`src/rtl/io_ring_power_sequencer.sv`:
```
// io_ring_power_sequencer
// Sequences the IO-ring clamp (ngate) and the per-group pad driver enables.
// The clamp is released after both supplies have been good for a debounced
// interval. Pad groups are then enabled one at a time, and are torn down in
// reverse order on request. On supply loss everything drops at once.
module io_ring_power_sequencer #(
    parameter int DEBOUNCE_CYCLES = 16,
    parameter int NGROUPS         = 4,
    parameter int STAGE_CYCLES    = 8
) (
    input  logic               ck,
    input  logic               nrst,
    input  logic               iovdd_ok,
    input  logic               vdd_ok,
    input  logic               req_off,
    output logic               ngate,
    output logic [NGROUPS-1:0] pad_de_en,
    output logic               ready,
    output logic               fault
);

    localparam logic [7:0]         DEB_LAST = 8'(DEBOUNCE_CYCLES - 1);
    localparam logic [7:0]         STG_LAST = 8'(STAGE_CYCLES - 1);
    localparam logic [NGROUPS-1:0] GRP0     = NGROUPS'(1);

    typedef enum logic [2:0] {
        ST_OFF,
        ST_DEBOUNCE,
        ST_RELEASE,
        ST_RAMP_UP,
        ST_ON,
        ST_RAMP_DOWN
    } state_t;

    state_t             state_q, state_d;
    logic [7:0]         deb_cnt_q, deb_cnt_d;
    logic [7:0]         stg_cnt_q, stg_cnt_d;
    logic               ngate_q, ngate_d;
    logic [NGROUPS-1:0] pad_de_en_q, pad_de_en_d;
    logic               ready_q, ready_d;
    logic               fault_q, fault_d;

    logic               supply_ok;
    logic               stg_last;
    logic [7:0]         stg_inc;
    logic [7:0]         deb_inc;
    logic [NGROUPS-1:0] pad_up;
    logic [NGROUPS-1:0] pad_dn;

    assign supply_ok = iovdd_ok & vdd_ok;
    assign stg_last  = (stg_cnt_q == STG_LAST);
    assign stg_inc   = (stg_cnt_q == 8'hFF) ? stg_cnt_q : stg_cnt_q + 8'd1;
    assign deb_inc   = (deb_cnt_q == 8'hFF) ? deb_cnt_q : deb_cnt_q + 8'd1;
    // Enables form a contiguous low-order run, so the next group to enable is
    // a shift-in of a one and the group to disable is a shift-out at the top;
    // the run length itself serves as the group index.
    assign pad_up    = (pad_de_en_q << 1) | GRP0;
    assign pad_dn    = pad_de_en_q >> 1;

    // Next-state and next-output logic for the sequencer.
    always_comb begin
        // NOTE: every variable gets its hold value first, so no path through
        // the case statement can leave one unassigned and infer a latch.
        state_d     = state_q;
        deb_cnt_d   = deb_cnt_q;
        stg_cnt_d   = stg_cnt_q;
        ngate_d     = ngate_q;
        pad_de_en_d = pad_de_en_q;
        ready_d     = ready_q;
        fault_d     = fault_q;

        if (!supply_ok && (state_q inside {ST_RELEASE, ST_RAMP_UP, ST_ON, ST_RAMP_DOWN})) begin
            // Supply loss beats any shutdown request: drop everything now.
            pad_de_en_d = '0;
            ngate_d     = 1'b1;
            ready_d     = 1'b0;
            fault_d     = fault_q | (|pad_de_en_q);
            state_d     = ST_OFF;
        end else begin
            case (state_q)
                ST_OFF: begin
                    ngate_d     = 1'b1;
                    pad_de_en_d = '0;
                    ready_d     = 1'b0;
                    if (supply_ok && !req_off) begin
                        deb_cnt_d = '0;
                        state_d   = ST_DEBOUNCE;
                    end
                end

                ST_DEBOUNCE: begin
                    if (!supply_ok || req_off) begin
                        state_d = ST_OFF;
                    end else if (deb_cnt_q == DEB_LAST) begin
                        ngate_d   = 1'b0;
                        stg_cnt_d = '0;
                        state_d   = ST_RELEASE;
                    end else begin
                        deb_cnt_d = deb_inc;
                    end
                end

                // The release cycle is the first cycle of the first stage, so
                // group 0 comes up exactly STAGE_CYCLES after ngate falls.
                ST_RELEASE, ST_RAMP_UP: begin
                    if (state_q == ST_RAMP_UP && req_off) begin
                        stg_cnt_d = '0;
                        ready_d   = 1'b0;
                        state_d   = ST_RAMP_DOWN;
                    end else begin
                        state_d = ST_RAMP_UP;
                        if (stg_last) begin
                            pad_de_en_d = pad_up;
                            stg_cnt_d   = '0;
                            if (pad_up[NGROUPS-1]) begin
                                state_d = ST_ON;
                            end
                        end else begin
                            stg_cnt_d = stg_inc;
                        end
                    end
                end

                ST_ON: begin
                    ready_d = 1'b1;
                    if (req_off) begin
                        ready_d   = 1'b0;
                        stg_cnt_d = '0;
                        state_d   = ST_RAMP_DOWN;
                    end
                end

                // Shutdown is committed once started; req_off is ignored here.
                ST_RAMP_DOWN: begin
                    ready_d = 1'b0;
                    if (stg_last) begin
                        stg_cnt_d = '0;
                        if (|pad_de_en_q) begin
                            pad_de_en_d = pad_dn;
                        end else begin
                            ngate_d = 1'b1;
                            state_d = ST_OFF;
                        end
                    end else begin
                        stg_cnt_d = stg_inc;
                    end
                end

                default: begin
                    ngate_d     = 1'b1;
                    pad_de_en_d = '0;
                    ready_d     = 1'b0;
                    state_d     = ST_OFF;
                end
            endcase
        end
    end

    // State and output registers; reset leaves the ring clamped and idle.
    always_ff @(posedge ck or negedge nrst) begin
        if (!nrst) begin
            state_q     <= ST_OFF;
            deb_cnt_q   <= '0;
            stg_cnt_q   <= '0;
            ngate_q     <= 1'b1;
            pad_de_en_q <= '0;
            ready_q     <= 1'b0;
            fault_q     <= 1'b0;
        end else begin
            // NOTE: non-blocking assignments so every register samples the
            // pre-edge values computed above, independent of statement order.
            state_q     <= state_d;
            deb_cnt_q   <= deb_cnt_d;
            stg_cnt_q   <= stg_cnt_d;
            ngate_q     <= ngate_d;
            pad_de_en_q <= pad_de_en_d;
            ready_q     <= ready_d;
            fault_q     <= fault_d;
        end
    end

    assign ngate     = ngate_q;
    assign pad_de_en = pad_de_en_q;
    assign ready     = ready_q;
    assign fault     = fault_q;

endmodule

```
`config.mk`:
```
export PLATFORM = sky130hd
export DESIGN_NAME = io_ring_power_sequencer
export DESIGN_NICKNAME = d
export VERILOG_FILES = /design/src/rtl/io_ring_power_sequencer.sv
export SDC_FILE = /design/constraint.sdc
export NUM_CORES = 1
export LEC_CHECK = 0
export BUFFER_PORTS_ARGS = -buffer_cell sky130_fd_sc_hd__clkbuf_2
export CAP_MARGIN = 0
export CORE_UTILIZATION = 55
export DETAILED_ROUTE_END_ITERATION = 10
export PLACE_DENSITY_LB_ADDON = 0.3
export SLEW_MARGIN = 20
export SYNTH_ARGS = -nofsm -noshare
export SYNTH_HDL_FRONTEND = slang
export SYNTH_SLANG_ARGS = --single-unit
```
`constraint.sdc`:
```
create_clock -name ck -period 2.3 [get_ports ck]
set_input_delay 0 -clock ck [delete_from_list [all_inputs] [get_ports ck]]
set_output_delay 0 -clock ck [all_outputs]
set_load 0.05 [all_outputs]
```
---- Word-level counts from Yosys, hierarchy flattened ----
Index checks and enable logic that the tools add are counted.
cells by class
  bitwise logic cells ..................... 3
  equal/unequal tests ..................... 29
  reduce and logical (&&, ||, !) cells .... 20
  mux-type cells .......................... 39
  add/sub/neg operators ................... 2
operator list
  kind                                                                   count
  8-bit 2-to-1 mux                                                       10
  8-bit one-hot mux with 4 select lines                                  1
  3-bit 2-to-1 mux                                                       10
  3-bit != test, second input constant                                   7
  4-bit 2-to-1 mux                                                       5
  5-bit AND reduction                                                    4
  8-bit by 1-bit adder with 8-bit output, second input constant          2
  8-bit equality test, second input constant                             2
  8-bit one-hot mux with 2 select lines                                  1
  3-bit one-hot mux with 5 select lines                                  1
  2-bit != test, second input constant                                   7
  4-bit one-hot mux with 3 select lines                                  1
  8-bit by 3-bit equality test with 1-bit output, second input constant  1
  8-bit by 4-bit equality test with 1-bit output, second input constant  1
  1-bit 2-to-1 mux                                                       8
  4-bit nonzero test                                                     2
  3-bit by 2-bit equality test with 1-bit output, second input constant  2
  3-bit equality test, second input constant                             2
  3-bit by 2-bit != test with 1-bit output, second input constant        2
  1-bit one-hot mux with 3 select lines                                  2
  6-bit AND reduction                                                    1
  2-bit by 1-bit != test with 1-bit output, second input constant        2
  4-bit != test, second input constant                                   1
  2-bit OR reduction                                                     2
  other kinds (13)                                                       16
word-level totals
  output and inout bits ................... 7
  flip-flop bits (word level) ............. 26
  word-level logic and storage cells ...... 100
  input port bits ......................... 5

---- Longest topological paths before layout ----
  depth in word-level cells ............... 6
  gate-level depth with buffers ........... 8
  depth with buffers taken out ............ 6

---- Worst setup path before layout ----
Ideal clock, no wire load.
  kind .................................... flip-flop to flip-flop
  start point ............................. register stg_cnt_q[5]
  end point ............................... register pad_de_en_q[0], in the netlist pad_de_en[0]
  setup time .............................. 0.128 ns
  clock period less this slack ............ 2.067 ns
  setup slack ............................. 0.233 ns
  path buffers ............................ 0
  cell stages (with the launch flop) ...... 6
  arrival ................................. 1.939 ns
  required time ........................... 2.172 ns
  cell sequence ........................... dfrtp_1 or4_4 nor3_4 o21bai_2 a211oi_4 mux2_1
between the ends
  longest elaborated chain between the ends .. 3
  elaborated cells on any way between the ends .. 4
  those cells by class .................... eq/ne: 3; reduce/logical: 1
ends and longest elaborated chain
  what                                                                                 line  source
  start: declaration                                                                   37    logic [7:0] stg_cnt_q, stg_cnt_d;
  start signal: assignment                                                             174   stg_cnt_q <= stg_cnt_d;
  8-bit by 3-bit equality test with 1-bit output (*)                                   51    assign stg_last = (stg_cnt_q == STG_LAST);
  3-bit != test (no line) or 3-bit by 2-bit != test with 1-bit output (tied branches)  --
  5-bit AND reduction (no line) (*)                                                    --
  end signal: assignment                                                               176   pad_de_en_q <= pad_de_en_d;
  end: declaration                                                                     39    logic [NGROUPS-1:0] pad_de_en_q, pad_de_en_d;
Every way passes the cells marked *; elsewhere a longest branch is shown, timed or not.
A chain may end at the register's enable or synchronous reset.

---- Worst setup path in the final report ----
  start point ............................. register deb_cnt_q[0]
  end point ............................... register stg_cnt_q[4]
between the ends
  longest elaborated chain between the ends .. 3
ends and longest elaborated chain
  what                                            line  source
  start: declaration                              36    logic [7:0] deb_cnt_q, deb_cnt_d;
  start signal: assignment                        173   deb_cnt_q <= deb_cnt_d;
  8-bit by 4-bit equality test with 1-bit output  94    end else if (deb_cnt_q == DEB_LAST) begin
  2-bit != test (no line)                         --
  5-bit AND reduction (no line)                   --
Every way passes these cells.

==> reports/metrics.csv <==
stage,metric,value,unit
die,Die ar.,3141,sq um
final_layout,area added between synthesis and finish,10.12,%
pwr,Cell Pwr Density,437.1,nW/um^2
grt,antenna violations before repair,0,
pwr,total design power,773.2,uW
final_layout,net count of the finished layout,203,
worst_hold_path,endpoint with the worst hold slack,state_q[0],
yosys,Post-synth EDFFs,0,
die,Core Rows,19,
drt,Wirelength per Cell,15.90,microns
grt,met2 usage,0.4252,
worst_hold_path,critical hold path startpoint,vdd_ok,
placement,routability congestion estimate,0.9204,
drt,violation count after the first detailed-route iteration,60,
final_layout,final instance area,1769,sq um
yosys,number of warning messages in the yosys log,0,
sta,min cycle time layout,2.164,ns
clock_network,clock slew at reported path FFs,0.14,ns
drt,routed vias/inst,6.478,
worst_setup_path,Worst R2R Setup Slack,0.14,ns
die,die extent in y,56.05,microns
grt,met3 demand-to-capacity share in global routing,0.03023,
clock_network,# clock sinks,26,
placement,post-detail-place hpwl,2.586,mm
sta,final setup violation count,0,
placement,number of port buffers,11,
yosys,fraction of synthesized cell area taken by the top area cell type,0.3894,
clock_network,largest buffer count on any clock path,2,
clock_network,htree depth,1,
worst_setup_path,maximum fanout count along the critical path,7,
sta,Hold Fails Final Rpt,0,
worst_hold_path,hold path depth,4,
clock_network,clock tree from TritonCTS,built,
die,number of primary I/O pins,12,
final_layout,fraction of layout instances using a drive strength above 1,0.1692,
drt,Pre-Repair DR Iteration Count,4,
yosys,post-synth top area cell,dfrtp_1,
outcome,result of the run,"finished, final reports clean",
grt,maximum number of pins on one net before global-route repair,27,
die,core outline area,2758,sq um
sta,setup_tns,0,ns
sta,unrepaired setup endpoints after global routing,false,
sta,final cycle utilization of the critical path,0.9409,
sta,Max Transition Viols Final,0,
worst_setup_path,reg2reg path depth,7,
worst_setup_path,largest stage delay on the critical path,0.43,ns
pwr,Leakage Power,0.7446,nW
yosys,share of synthesized area spent on multiplexers,0.03505,
pwr,"IR drop worst, VDD",0.0004008,V
sta,final worst clock skew,0.01183,ns
die,Initial Util,0.5826,
yosys,syn_nets,187,
drt,ANT nets after route,0,
yosys,mean area per synthesized cell,8.925,sq um
yosys,part of the Yosys area used for sequential elements,0.4058,
grt,wire length of the first global-routing pass,5.975,mm
drt,DRC violation count after routing,0,
yosys,main area contributors after synthesis,"dfrtp_1 39%, a21oi_1 4.7%, nand2_1 4.2%",
clock_network,Worst-Skew Late Latency,0.32,ns
grt,Tot GR Track Use,0.2396,
yosys,leading register cell type out of synthesis,dfrtp_1,
worst_setup_path,CP required,2.54,ns
final_layout,final design utilization,0.6416,
worst_setup_path,crit path DAT,2.41,ns
sta,measured slew at the worst slew-check pin,0.6229,ns
drt,via total after detailed routing,1464,
worst_hold_path,Min-Delay Path Class,in2reg,
worst_setup_path,worst-path cell with the longest stage delay,dfrtp_1,
worst_setup_path,Worst Setup Path Type,reg2reg,
yosys,Synth Area in Simple Gates,0.2477,
worst_setup_path,cells traversed along the worst timing path,ha_1 -> nand4b_1 -> nor4_2 -> o31a_1 -> buf_4 -> a41oi_1 -> a21oi_1,
worst_setup_path,category of the worst setup path launch point,register,
yosys,post-synthesis xor/xnor area fraction,0.005452,
yosys,main combinational cell family by area after synthesis,simple AND/OR/NAND/NOR gates,
yosys,summed instance area of the synthesized netlist,1607,sq um
die,Die Width,56.05,microns
worst_setup_path,R2R Path End,stg_cnt_q[4],
drt,Routed Wire Length,3.594,mm
yosys,adder and majority gate portion of the synthesized area,0.01558,
worst_setup_path,CP Capture Type,register,
sta,max_slew headroom,0.5848,
final_layout,count of filler cells inserted in the layout,239,
yosys,async set or reset register ratio after synthesis,1.000,
grt,Overflow after GRT,0,
final_layout,Diodes inserted,0,
placement,placed instance area,1694,sq um
yosys,number of flip-flops and latches in the synthesized netlist,26,
worst_setup_path,launching point of the worst reg2reg path,deb_cnt_q[0],
yosys,cell count after synthesis,180,
flow_run,count of max-cap constraint violations,0,
grt,vias in the first global route,1388,
yosys,share of the synthesized area in compound gates (AO/OA/AOI/OAI),0.2469,
clock_network,clock root buffer,clkbuf_4,
grt,fraction of met1 tracks used by global routing,0.3005,
yosys,distinct cell type count after synthesis,54,
clock_network,CTS buffer count,3,
sta,Peak Freq,462.1,MHz
grt,busiest layer in global routing,met2,
-- cells by family (layout without fill, tap and decap cells) --
logic type / Yosys count / in the layout
simple gates: 75 / 75
xor+xnor: 1 / 1
flops: 26 / 26
buf+inv: 14 / 29
mux: 5 / 5
compound gates: 57 / 57
fa+ha+maj: 2 / 2
-- how the worst max path moves through the flow --
stage / startpoint / endpoint
6_report: deb_cnt_q[0] / stg_cnt_q[4]
5_1_grt: deb_cnt_q[0] / stg_cnt_q[4]
4_1_cts: deb_cnt_q[0] / stg_cnt_q[4]
3_5_place_dp: deb_cnt_q[0] / stg_cnt_q[4]
3_3_place_gp: deb_cnt_q[0] / stg_cnt_q[4]
2_1_floorplan: stg_cnt_q[5] / pad_de_en[0]
-- power breakdown --
| group | internal [mW] | switching [mW] | total [mW] |
|---|---|---|---|
| registers | 0.463 | 0.00824 | 0.471 |
| logic | 0.0265 | 0.0461 | 0.0726 |
| clock network | 0.0967 | 0.133 | 0.230 |
-- flip-flops by register name, summed over array words and instances, names as in the netlist --
signal and cells:
fault 1, ngate 1, state_q 3, pad_de_en 4, deb_cnt_q 8, stg_cnt_q 8, ready 1
-- layout by cell type (no fill, tap or decap), types with 4 or more instances in the layout --
cell and n:
dfrtp_1 25, nand2_1 18, nor2_1 18, a21oi_1 15, clkbuf_2 11, o21ai_0 7
buf_4 7, nand3_1 6, o21ai_1 6, inv_1 5, nor4_1 5, nor2b_1 4
nand2b_1 4, o31ai_1 4, a31oi_1 4, mux2_1 4
-- metrics by stage --
| step | hold WS, ns | worst slack [ns] | instances |
|---|---|---|---|
| final | 0.1740 | 0.1359 | 226 |
| after global routing | 0.1900 | 0.01737 | 226 |
| after CTS | 0.1674 | 0.02719 | 225 |
| after detailed placement | 0.05498 | 0.06971 | 219 |
| after global placement | 0.04276 | 0.1808 | 219 |
| after floorplan | -0.2956 | 0.2332 | 180 |
-- metal layers --
metal / up-vias / part of all wire
met5: - / 0
met4: 0 / 0.011
met3: 6 / 0.030
met2: 36 / 0.51
met1: 718 / 0.45
li1: 704 / -
-- critical path, delay by kind of cell, from the launching register on --
family | cells | cell delay [ns]
AOI/OAI and AO/OA | 3 | 0.56
adders and majority gates | 1 | 0.29
buffers and inverters | 1 | 0.18
DFF | 1 | 0.43
and+or+nand+nor | 2 | 0.62
-- final cells by class --
type / instances / area [sq um] / area share
clock buffers: 4 / 36.28 / 0.02051
inverters: 5 / 18.77 / 0.01061
flip-flops and latches: 26 / 651.9 / 0.3685
multi-input cells: 140 / 895.9 / 0.5064
well taps: 31 / 38.79 / 0.02192
repair buffers: 20 / 127.6 / 0.07214
-- timing repair --
action,4_1_cts,5_1_grt
setup buffers,0,1
endpoints found under the setup margin,0,11
hold endpoints to repair,26,0
resized for setup,0,2
hold buffers,2,0
-- Yosys cell counts (2+ instances only) --
| cell type | number |
|---|---|
| ha_1 | 2 |
| a21oi_1 | 15 |
| nand3_1 | 6 |
| and3_1 | 3 |
| nand2b_1 | 4 |
| dfrtp_1 | 25 |
| o211ai_1 | 2 |
| o21ai_1 | 6 |
| nand2_1 | 18 |
| o31ai_1 | 4 |
| mux2_1 | 4 |
| nand4_1 | 3 |
| inv_1 | 5 |
| o21bai_1 | 2 |
| nor2_1 | 18 |
| o21ai_0 | 7 |
| nor4_1 | 6 |
| a32oi_1 | 2 |
| nor2b_1 | 4 |
| clkbuf_1 | 4 |
| buf_2 | 2 |
| a31oi_1 | 4 |
| nor3_1 | 2 |
| buf_6 | 2 |
Note: power is estimated with default switching activity, not from simulation.
